$ cat config.mk
export PLATFORM = sky130hd
export DESIGN_NAME = nibble_serial_adder
export DESIGN_NICKNAME = d
export VERILOG_FILES = /design/src/rtl/add_pkg.sv /design/src/rtl/nibble_serial_adder_rca.sv /design/src/rtl/nibble_serial_adder.sv
export SDC_FILE = /design/constraint.sdc
export NUM_CORES = 1
export LEC_CHECK = 0
export ABC_AREA = 1
export BUFFER_PORTS_ARGS = -buffer_cell sky130_fd_sc_hd__buf_2
export CAP_MARGIN = 10
export CELL_PAD_IN_SITES_DETAIL_PLACEMENT = 1
export CELL_PAD_IN_SITES_GLOBAL_PLACEMENT = 1
export CORE_MARGIN = 4
export CORE_UTILIZATION = 35
export CTS_CLUSTER_SIZE = 12
export DETAILED_ROUTE_END_ITERATION = 12
export PLACE_DENSITY_LB_ADDON = 0.1
export SLEW_MARGIN = 5
export SYNTH_ARGS = -nofsm -noshare
export SYNTH_HDL_FRONTEND = slang
export SYNTH_SLANG_ARGS = --single-unit
$ cat constraint.sdc
create_clock -name clk -period 6.25 [get_ports clk]
set_input_delay 0.3125 -clock clk [delete_from_list [all_inputs] [get_ports clk]]
set_output_delay 0.3125 -clock clk [all_outputs]
set_load 0.05 [all_outputs]
$ cat src/rtl/add_pkg.sv
// Shared constants for the nibble-serial adder: nibble width and FSM state encoding.
// Also provides the index-width helper so the top and any reuse agree on it.
package add_pkg;

  localparam int NIBBLE_W = 4;

  typedef enum logic [1:0] {
    ST_IDLE = 2'd0,
    ST_RUN  = 2'd1,
    ST_DONE = 2'd2
  } state_t;

  function automatic int idx_w(input int nibbles);
    return (nibbles > 1) ? $clog2(nibbles) : 1;
  endfunction

endpackage

$ cat src/rtl/nibble_serial_adder_rca.sv
// 4-bit ripple-carry adder, purely combinational.
// Zero latency; no flow control.
module nibble_serial_adder_rca (
  input  logic [3:0] a,
  input  logic [3:0] b,
  input  logic       ci,
  output logic [3:0] sum,
  output logic       cout
);

  always_comb begin
    logic c;
    c   = ci;
    sum = '0;
    for (int i = 0; i < 4; i++) begin
      sum[i] = a[i] ^ b[i] ^ c;
      c      = (a[i] & b[i]) | (c & (a[i] ^ b[i]));
    end
    cout = c;
  end

endmodule

$ cat src/rtl/nibble_serial_adder.sv
// Wide adder that streams one nibble per cycle through a 4-bit RCA; result valid NIBBLES edges after accept.
// Backpressure: result held in DONE while out_ready is low; no new operands accepted until it drains.
module nibble_serial_adder
  import add_pkg::*;
#(
  parameter int NIBBLES = 4
) (
  input  logic                      clk,
  input  logic                      rst_n,
  input  logic                      in_valid,
  output logic                      in_ready,
  input  logic [NIBBLE_W*NIBBLES-1:0] a,
  input  logic [NIBBLE_W*NIBBLES-1:0] b,
  input  logic                      ci,
  output logic                      out_valid,
  input  logic                      out_ready,
  output logic [NIBBLE_W*NIBBLES-1:0] sum,
  output logic                      cout,
  output logic                      ovf
);

  localparam int W  = NIBBLE_W * NIBBLES;
  localparam int IW = idx_w(NIBBLES);

  state_t          state, state_nxt;
  logic [W-1:0]    a_sh, b_sh, sum_nxt;
  logic            carry, a_msb, b_msb;
  logic [IW-1:0]   idx;
  logic [3:0]      rca_sum;
  logic            rca_cout;
  logic            last;

  nibble_serial_adder_rca u_rca (
    .a    (a_sh[NIBBLE_W-1:0]),
    .b    (b_sh[NIBBLE_W-1:0]),
    .ci   (carry),
    .sum  (rca_sum),
    .cout (rca_cout)
  );

  assign last = (idx == IW'(NIBBLES - 1));

  always_comb begin
    sum_nxt                      = sum >> NIBBLE_W;
    sum_nxt[W-1 -: NIBBLE_W]     = rca_sum;
    state_nxt = state;
    in_ready  = 1'b0;
    out_valid = 1'b0;
    case (state)
      ST_IDLE: begin
        in_ready = 1'b1;
        if (in_valid) state_nxt = ST_RUN;
      end
      ST_RUN: begin
        if (last) state_nxt = ST_DONE;
      end
      ST_DONE: begin
        out_valid = 1'b1;
        if (out_ready) state_nxt = ST_IDLE;
      end
      default: state_nxt = ST_IDLE;
    endcase
  end

  always_ff @(posedge clk or negedge rst_n) begin
    if (!rst_n) begin
      state <= ST_IDLE;
      a_sh  <= '0;
      b_sh  <= '0;
      carry <= 1'b0;
      a_msb <= 1'b0;
      b_msb <= 1'b0;
      idx   <= '0;
      sum   <= '0;
      cout  <= 1'b0;
      ovf   <= 1'b0;
    end else begin
      state <= state_nxt;
      case (state)
        ST_IDLE: begin
          if (in_valid) begin
            a_sh  <= a;
            b_sh  <= b;
            carry <= ci;
            a_msb <= a[W-1];
            b_msb <= b[W-1];
            idx   <= '0;
          end
        end
        ST_RUN: begin
          a_sh  <= a_sh >> NIBBLE_W;
          b_sh  <= b_sh >> NIBBLE_W;
          sum   <= sum_nxt;
          carry <= rca_cout;
          // idx saturates at the last nibble instead of wrapping
          if (last) begin
            cout <= rca_cout;
            ovf  <= (a_msb == b_msb) && (sum_nxt[W-1] != a_msb);
          end else begin
            idx <= idx + IW'(1);
          end
        end
        default: ;
      endcase
    end
  end

endmodule

-- Word level (Yosys, flattened, before mapping)
Cells that the tools add are included.
- output and inout bits: 20
- logic and storage cells: 63
- bits in registers: 57
- equality and inequality tests: 9
- mux-type cells: 15
- $add $sub $neg: 1
- reduce and logical (&&, ||, !) cells: 8
- bitwise gates (word level): 20
- operators by type and width (kind ; number):
    one-hot mux 16 bit (2 select lines) ; 2
    two-way mux 16 bit ; 2
    two-way mux 2 bit ; 5
    AND 1 bit ; 8
    != test 2 bit, second input constant ; 4
    XOR 1 bit ; 8
    one-hot mux 2 bit (3 select lines) ; 1
    AND reduction 2 bit ; 3
    AND reduction 3 bit ; 2
    equality test 2 bit, second input constant ; 2
    OR 1 bit ; 4
    one-hot mux 2 bit (2 select lines) ; 1
    two-way mux 1 bit ; 3
    adder 2 x 1 -> 2 bit, second input constant ; 1
    equality test 2 x 1 -> 1 bit, second input constant ; 1
    zero test 2 bit ; 1
    one-hot mux 1 bit (2 select lines) ; 1
    nonzero test 2 bit ; 1
    equality test 1 bit ; 1
    logical AND 1 bit ; 1
    != test 1 bit ; 1

-- Depth between registers and ports, before layout
- word-level depth: 10
- gate-level depth with buffers: 12

-- Cells and area by module
Synthesis repeated with hierarchy kept, for this count alone.
- cells, all modules: 345
- area total of the unflattened synthesis: 2712.6 µm²
- by module, submodules not included (module ; times used ; area each (µm²) ; seq. area each (µm²) ; cells an instance):
    nibble_serial_adder ; 1 ; 2595.0 ; 1426.4 ; 331
    nibble_serial_adder_rca ; 1 ; 117.6 ; 0.0 ; 14

-- Least setup slack after synthesis
No wires, ideal clock.
- path type: register -> register
- from: reg a_sh[0]
- to: reg ovf
- required time: 6132 ps
- stages on the path, launching flop included: 12
- arrival: 2093 ps
- library setup time: 118 ps
- path slack: 4039 ps
- buffers on the path: 0
- cell sequence: dfrtp_1 -> fa_1 -> inv_1 -> fa_1 -> inv_1 -> fa_1 -> inv_1 -> fa_1 -> nand3_1 -> nand2_1 -> nand2_1 -> nand2_1
- longest elaborated chain between the ends: 10
- elaborated cells between the ends (all ways): 11
- classes of those cells: eq/ne (1); bitwise (9); reduce/logical (1)
- RTL lines (element ; RTL line ; source):
    start, declared ; nibble_serial_adder.sv:26 ; logic [W-1:0] a_sh, b_sh, sum_nxt;
    start signal, assigned ; nibble_serial_adder.sv:91 ; a_sh <= a_sh >> NIBBLE_W;
    XOR 1 bit ; nibble_serial_adder_rca.sv:17 ; c = (a[i] & b[i]) | (c & (a[i] ^ b[i]));
    AND 1 bit ; nibble_serial_adder_rca.sv:17 ;
    OR 1 bit * ; nibble_serial_adder_rca.sv:17 ;
    AND 1 bit * ; nibble_serial_adder_rca.sv:17 ;
    OR 1 bit * ; nibble_serial_adder_rca.sv:17 ;
    AND 1 bit * ; nibble_serial_adder_rca.sv:17 ;
    OR 1 bit * ; nibble_serial_adder_rca.sv:17 ;
    XOR 1 bit * ; nibble_serial_adder_rca.sv:16 ; sum[i] = a[i] ^ b[i] ^ c;
    != test 1 bit * ; nibble_serial_adder.sv:98 ; ovf <= (a_msb == b_msb) && (sum_nxt[W-1] != a_msb);
    logical AND 1 bit * ; nibble_serial_adder.sv:98 ;
    end signal, assigned ; nibble_serial_adder.sv:98 ;
    end, declared ; nibble_serial_adder.sv:19 ; output logic ovf
Mark *: on every way between the ends. The rest lies on a longest branch, timed or not.
A chain may end at the register's enable or synchronous reset.

-- Worst setup path in the final report
Ends and elaborated chain as after synthesis.

==> impl_metrics.py <==
metrics = {
    "status": {
        "status": "finished, final reports clean",
    },
    "pwr": {
        "leakage_nw": 1.82,
        "worst_ir_drop_vdd_v": 0.000210,
        "cellPowerDensity_nw_per_um2": 578,
    },
    "global_routing": {
        "grt_pass1_wl_um": 11100,
        "grt_pass1_vias": 2345,
        "antenna_found_initial": 0,
        "grt_max_degree": 58,
        "overflow": 0,
        "grtUsageTotal_pct": 15.6,
    },
    "critical_path": {
        "worstReg2RegStart": "a_sh[0]",
        "critPathLaunchType": "register",
        "slowest_delay_ns": 0.44,
        "cp.required_ns": 6.47,
        "cp-end-kind": "register",
        "r2r_setup_slack_ns": 3.95,
        "arrival_ns": 2.51,
        "worstReg2RegEnd": "ovf",
        "worstRegToRegCells": 11,
        "cpMostUsedCell": "fa_1",
        "cp_max_fo": 3,
        "crit_start": "a_sh[0]",
        "cpMaxStageDelayCell": "fa_1",
        "cp_cell_sequence": "fa_1 -> inv_1 -> fa_1 -> inv_1 -> fa_1 -> inv_1 -> fa_1 -> nand3_1 -> nand2_1 -> nand2_1 -> nand2_1",
        "crit_type": "reg -> reg",
        "critical_path.endpoint": "ovf",
    },
    "cts": {
        "cts.sinks": 57,
        "cts_made_buffers": 9,
        "h-tree-depth": 3,
        "cts-root-buf": "clkbuf_8",
        "cts_setup_buffers": 0,
        "hold_buffers": 0,
        "ctsLongestPathBuffers": 2,
        "path_clk_slew_ns": 0.06,
        "cts_tree": "done",
        "clk_latency_ns": 0.33,
        "cts_resized": 0,
    },
    "yosys": {
        "synth.net_count": 379,
        "syn_avg_cell_area_um2": 8.01,
        "synth_cell_type_count": 16,
        "yosys-top-cells-area": "dfrtp_1 (53%), nand2_1 (25%), nand3_1 (6.5%)",
        "synthCells": 337,
        "synth_top_area_share_pct": 52.9,
        "yosys_warnings": 0,
        "syn_area_um2": 2700,
        "ys_ff_latch": 57,
        "synth_area_leader_cell": "dfrtp_1",
        "seq_area_frac_synth_pct": 52.9,
    },
    "cells_and_area": {
        "num_antenna_cells": 0,
        "finalInstanceArea_um2": 3180,
        "final_nets": 432,
        "post-route-util_pct": 43.2,
        "drive_gt1_share_pct": 20.3,
        "area_growth_pct": 18.0,
    },
    "flow_run": {
        "drv_cap": 0,
    },
    "timing": {
        "worstMarginPinSlew_ns": 0.877,
        "whs_ns": 0.133,
        "tns_ns": 0,
        "hold_viol": 0,
        "final.setup_skew_ns": 0.00616,
        "period_share_pct": 36.7,
        "layout_min_cycle_time_ns": 2.30,
        "setup_viol": 0,
        "max_freq_ghz": 0.436,
        "slew_violations": 0,
        "rsz0062_at_grt": "false",
        "slew_headroom_pct": 41.3,
    },
    "die": {
        "dieArea_um2": 9180,
        "die_h_um": 95.8,
        "die_w_um": 95.8,
        "ios": 57,
        "rows": 31,
        "core_area_um2": 7370,
        "initial_core_util_pct": 36.6,
    },
    "worst_hold_path": {
        "hold_class": "in -> async",
    },
    "drt": {
        "firstDrtPassIters": 4,
        "drt_iter0_markers": 109,
        "drc": 0,
        "viasPerCell": 4.64,
        "final_antenna_net_count": 0,
        "wirelength_um": 6490,
        "vias": 2289,
        "avgRoutedWirePerCell_um": 13.2,
    },
    "placed_design": {
        "hpwl_um": 4260,
        "placed_area_um2": 3020,
        "gp_congestion": 0.755,
        "portBuffers": 56,
    },
}
-- metrics by stage --
| stage | power [W] | instances | worst slack [ns] |
|---|---|---|---|
| 5_1_grt | 0.00202 | 493 | 3.83 |
| 4_1_cts | 0.00188 | 493 | 3.93 |
| 3_5_place_dp | 0.00158 | 478 | 3.94 |
| 2_1_floorplan | 0.00137 | 337 | 4.04 |
| 3_3_place_gp | 0.00156 | 478 | 3.97 |
| 6_report | 0.00184 | 493 | 3.95 |
-- power by group --
| group | switching, W | internal, W |
|---|---|---|
| registers | 0.0000974 | 0.000534 |
| clock network | 0.000140 | 0.000150 |
| logic | 0.000671 | 0.000248 |
| total | 0.000908 | 0.000932 |
-- final cells by class --
| cell class | count | area (um2) |
|---|---|---|
| clock buffer | 11 | 141 |
| timing repair buffer | 58 | 295 |
| sequential | 57 | 1430 |
| fill | 977 | 4190 |
| inverter | 20 | 75.1 |
| clock inverter | 4 | 20.0 |
| tap | 99 | 124 |
| multi-input combinational | 244 | 1100 |
-- kinds of logic (layout without fill, tap and decap cells) --
| logic type | Yosys count | after routing | synth area share [%] |
|---|---|---|---|
| flip-flops | 57 | 57 | 52.9 |
| AO/OA/AOI/OAI | 17 | 17 | 3.66 |
| buffers and inverters | 36 | 93 | 6.30 |
| AND/OR/NAND/NOR | 222 | 222 | 33.8 |
| adder cells (fa/ha/maj) | 5 | 5 | 3.43 |
-- layout by cell type, fill, tap and decap left out --
| cell | synthesis | final |
|---|---|---|
| inv_1 | 17 | 17 |
| nor2_2 | 1 | 1 |
| buf_2 | 10 | 56 |
| o21ai_0 | 15 | 15 |
| o31ai_1 | 1 | 1 |
| clkbuf_8 | 0 | 10 |
| nand3_1 | 35 | 35 |
| nand2_4 | 2 | 2 |
| clkinv_2 | 0 | 4 |
| nor2_8 | 1 | 1 |
| dfrtp_1 | 57 | 57 |
| ha_1 | 1 | 1 |
| fa_1 | 4 | 4 |
| buf_4 | 6 | 2 |
| o21ai_4 | 1 | 1 |
| inv_2 | 3 | 3 |
| nor2_1 | 4 | 4 |
| nand2_1 | 179 | 179 |
| clkbuf_1 | 0 | 1 |
-- cells in the mapped netlist --
cell type  number
buf_2          10
buf_4           6
dfrtp_1        57
fa_1            4
ha_1            1
inv_1          17
inv_2           3
nand2_1       179
nand2_4         2
nand3_1        35
nor2_1          4
nor2_2          1
nor2_8          1
o21ai_0        15
o21ai_4         1
o31ai_1         1
-- critical path: cells and delay by family (launching register included) --
kind	cells	cell delay, ns
flip-flops	1	0.40
adder cells (fa/ha/maj)	4	1.35
buffers and inverters	3	0.19
AND/OR/NAND/NOR	4	0.25
-- how the worst min path moves through the flow --
stage,slack [ns],to,start,cells past startpoint
6_report,0.13,sum[5],rst_n,2
2_1_floorplan,0.02,a_msb,rst_n,0
3_5_place_dp,0.46,a_sh[13],a_sh[13],2
4_1_cts,0.15,idx[0],rst_n,2
3_3_place_gp,0.46,a_sh[12],a_sh[12],2
5_1_grt,0.18,state[1],out_ready,2
-- sequential cells by signal, summed over array words and instances, names as in the netlist --
signal,flops
ovf,1
sum,16
carry,1
b_sh,16
a_msb,1
b_msb,1
idx,2
a_sh,16
state,2
cout,1
-- metal layers --
| layer | global-route usage (%) | share of wire, % |
|---|---|---|
| met4 | 4.03 | 0.75 |
| met3 | 4.53 | 4.0 |
| met2 | 25.3 | 47 |
| met5 | 0 | 0 |
| met1 | 20.6 | 48 |
Power figures use the tool's default switching activity.
